===== config.mk =====
export PLATFORM = sky130hd
export DESIGN_NAME = mul4_frame_counter
export DESIGN_NICKNAME = d
export VERILOG_FILES = /design/src/rtl/mul4_frame_counter.sv
export SDC_FILE = /design/constraint.sdc
export NUM_CORES = 1
export LEC_CHECK = 0
export CAP_MARGIN = 25
export CORE_UTILIZATION = 49
export DETAILED_ROUTE_END_ITERATION = 6
export PLACE_DENSITY_LB_ADDON = 0.05
export SETUP_SLACK_MARGIN = 0.05
export SLEW_MARGIN = 20
export SYNTH_ARGS = -nofsm -noshare
export SYNTH_HDL_FRONTEND = slang
export SYNTH_SLANG_ARGS = --single-unit

===== constraint.sdc =====
create_clock -name clk -period 1.7 [get_ports clk]
set_input_delay 0.51 -clock clk [delete_from_list [all_inputs] [get_ports clk]]
set_output_delay 0.51 -clock clk [all_outputs]
set_load 0.005 [all_outputs]

===== src/rtl/mul4_frame_counter.sv =====
// Counts multiples of 4 per FRAME_LEN-sample frame; result registered on the edge taking the last sample.
// Backpressure: in_ready drops while a result waits in HOLD for cnt_ready.
module mul4_frame_counter #(
  parameter int FRAME_LEN = 8
) (
  input  logic       clk,
  input  logic       rst_n,
  input  logic       in_valid,
  input  logic [3:0] in_data,
  output logic       in_ready,
  output logic       mul_flag,
  output logic       flag_valid,
  output logic [4:0] cnt,
  output logic       cnt_valid,
  input  logic       cnt_ready
);

  typedef enum logic {COLLECT = 1'b0, HOLD = 1'b1} state_t;

  localparam logic [4:0] LAST_IDX = 5'(FRAME_LEN - 1);

  state_t     state;
  logic [4:0] idx;
  logic [4:0] acc;
  logic       is_mul;
  logic [4:0] acc_next;

  assign in_ready = (state == COLLECT);
  assign is_mul   = (in_data[1:0] == 2'b00);
  assign acc_next = acc + {4'b0000, is_mul};

  always_ff @(posedge clk or negedge rst_n) begin
    if (!rst_n) begin
      state      <= COLLECT;
      idx        <= 5'd0;
      acc        <= 5'd0;
      cnt        <= 5'd0;
      cnt_valid  <= 1'b0;
      mul_flag   <= 1'b0;
      flag_valid <= 1'b0;
    end else begin
      flag_valid <= 1'b0;
      case (state)
        COLLECT: begin
          if (in_valid) begin
            mul_flag   <= is_mul;
            flag_valid <= 1'b1;
            if (idx == LAST_IDX) begin
              // Result includes the closing sample; accumulator max is FRAME_LEN so 5 bits never wrap.
              cnt       <= acc_next;
              cnt_valid <= 1'b1;
              idx       <= 5'd0;
              acc       <= 5'd0;
              state     <= HOLD;
            end else begin
              idx <= idx + 5'd1;
              acc <= acc_next;
            end
          end
        end
        HOLD: begin
          if (cnt_ready) begin
            cnt_valid <= 1'b0;
            state     <= COLLECT;
          end
        end
        default: state <= COLLECT;
      endcase
    end
  end

endmodule


==> flow_metrics.tcl <==
set metrics [dict create \
    synth_cells 66 \
    gr-total-overflow 0 \
    yosysWarningCount 0 \
    viasPerCell 5.54 \
    peakVddDrop_mv 0.808 \
    skew_ns 0.00761 \
    numCtsBuffers 3 \
    layout_common_cells "19 x dfrtp_1, 13 x buf_4, 10 x dlygate4sd2_1" \
    power.total_mw 1.56 \
    slew_violations 0 \
    cts.path.max_buffers 2 \
    grt_max_degree 20 \
    worstPathMaxFanout 7 \
    io_buffers 14 \
    cp-end-kind "flip-flop" \
    path_class "flip-flop to flip-flop" \
    antennaDiodeCount 0 \
    powerDensity_nw_per_um2 1370 \
    drc 2 \
    start_util_pct 54.6 \
    fp.dieW_um 43.9 \
    fin_util_pct 72.6 \
    violations "DRC" \
    num_vias 615 \
    clock.fmax_mhz 631 \
    cts_htree_levels 1 \
    setup_viol 0 \
    outcome "finished with violations" \
    power_leakage_nw 0.559 \
    nets 107 \
    dp_cells 102 \
    synth_cell_types 24 \
    tightest_slew_ns 0.336 \
    hold_violations 0 \
    clk_latency_ns 0.30 \
    dieArea_um2 1930 \
    post_drt_wl_per_cell_um 15.7 \
    detail-route-antenna-nets 0 \
    fp-row-count 14 \
    grt_pass1_vias 627 \
    cts_sinks 19 \
    place_congestion 0.724 \
    syn-num-nets 77 \
    cts_root_buf "clkbuf_4" \
    io_pins 17 \
    drv_cap 0 \
    dr.pass1.iters 5 \
    grt_util_all_layers_pct 21.7 \
    synth_top_area_share_pct 55.2 \
    drive_gt1_share_pct 36.8 \
    dp_hpwl_um 1160 \
    synth_area_leaders "dfrtp_1 55%, mux2_4 5.2%, xnor2_1 5.1%, a22o_2 4.7%, ha_1 4.4%" \
    grt_pass1_wl_um 2970 \
    drt_wl_total_um 1740 \
    arrival_ns 1.78 \
    areaGrowthSynthToFinish_pct 33.0 \
    antenna_found_initial 0 \
    cts_tree "done" \
    min_path_type "flip-flop to flip-flop" \
    min_period_ns 1.58 \
    startpoint "idx[0]$_DFFE_PN0P_" \
    synth-seq-cells 19 \
    syn_area_um2 861 \
    yosysSeqAreaShare_pct 55.2 \
    final_common_cell "dfrtp_1" \
    finalNonFillerCells 111 \
    avgSynthCellArea_um2 13.0 \
    yosys.area.top_type "dfrtp_1" \
    min_from "idx[4]$_DFFE_PN0P_" \
    rsz0062_at_grt "false" \
    crit-reg2reg-launch "idx[0]$_DFFE_PN0P_" \
    whs_ns 0.473 \
    drt_iter0_drc 12 \
    worstPathRequired_ns 1.89 \
    fin_crit_sh_pct 93.2 \
    slew_headroom_pct 77.6 \
    cp-start-kind "flip-flop" \
    die_h_um 43.9 \
    clk_pin_slew_ns 0.10 \
    coreArea_um2 1580 \
]
## power by group
part	leakage, nW	internal (mW)	switching (mW)
combinational	0.301	0.363	0.222
sequential	0.243	0.613	0.136
clock	0.0150	0.0916	0.137
## repair_timing
item	CTS	global route
resized for setup	16	2
setup buffers	5	0
hold buffers	0	0
endpoints found under the setup margin	11	8
hold endpoints to repair	0	0
pin swaps	3	0
## kinds of logic (layout without fill, tap and decap cells)
group,count (synthesis),count (layout),share of synthesized area [%]
flops,19,19,55.2
fa+ha+maj,3,3,4.36
xor+xnor,5,5,5.09
mux,5,5,7.85
simple gates,14,14,10.2
compound gates,16,16,13.2
buf+inv,4,33,4.07
## sequential cells by signal, summed over array words and instances, names as in the netlist
register and count:
acc 5, cnt 5, cnt_valid 1, flag_valid 1, idx 5, mul_flag 1
state 1
## synthesized netlist by cell type
cell and n:
nand4_1 1, mux2_4 3, and4bb_4 1, dfrtp_1 19
a22o_2 4, inv_6 1, a21o_2 1, xnor2_1 5
or3_1 1, nand3_1 2, mux2_2 2, nor2_1 2
a22o_1 2, inv_1 1, ha_1 3, nand2_1 2
o21ai_0 3, and3_1 1, o21bai_1 1, a21oi_1 5
nor2b_1 2, buf_6 2, nand2b_1 1, and2_4 1
## area by class of cell
type	instances	area (µm²)
Fill cell	116	432
Sequential cell	19	475
Multi-Input combinational cell	43	383
Clock buffer	4	26.3
Tap cell	16	20.0
Inverter	2	12.5
Timing Repair Buffer	27	228
## metal layers
metal / global-route usage, % / part of all wire (%) / up-vias
met1: 25.9 / 44 / 303
met3: 4.58 / 4.0 / 5
met4: 9.09 / 2.2 / 0
met2: 37.9 / 50 / 13
li1: - / - / 294
met5: 0 / 0 / -
## critical path, stage by stage (launching register included)
cell,delay (ns)
dfrtp_1,0.42
ha_1,0.23
and4bb_4,0.30
and2_4,0.22
mux2_4,0.31
## through the flow
stage | cell area (µm²) | TNS (ns) | setup WS [ns]
global route | 1140 | 0 | 0.0609
detailed placement | 1060 | -3.02 | -0.360
floorplan | 861 | 0 | 0.117
global placement | 1060 | -2.99 | -0.355
CTS | 1140 | 0 | 0.0570
finish | 1140 | 0 | 0.116
## final timing paths
kind	cells past startpoint	to	slack [ns]
setup / recovery	4	cnt[0]$_DFFE_PN0P_	0.12
hold / removal	1	idx[4]$_DFFE_PN0P_	0.47
max in group asynchronous	2	idx[1]$_DFFE_PN0P_	0.97
hold reg to reg	1	idx[4]$_DFFE_PN0P_	0.47
setup reg to reg	4	cnt[0]$_DFFE_PN0P_	0.12
min in group asynchronous	2	acc[3]$_DFFE_PN0P_	0.52
No activity file was read; power rests on OpenSTA's default activity.
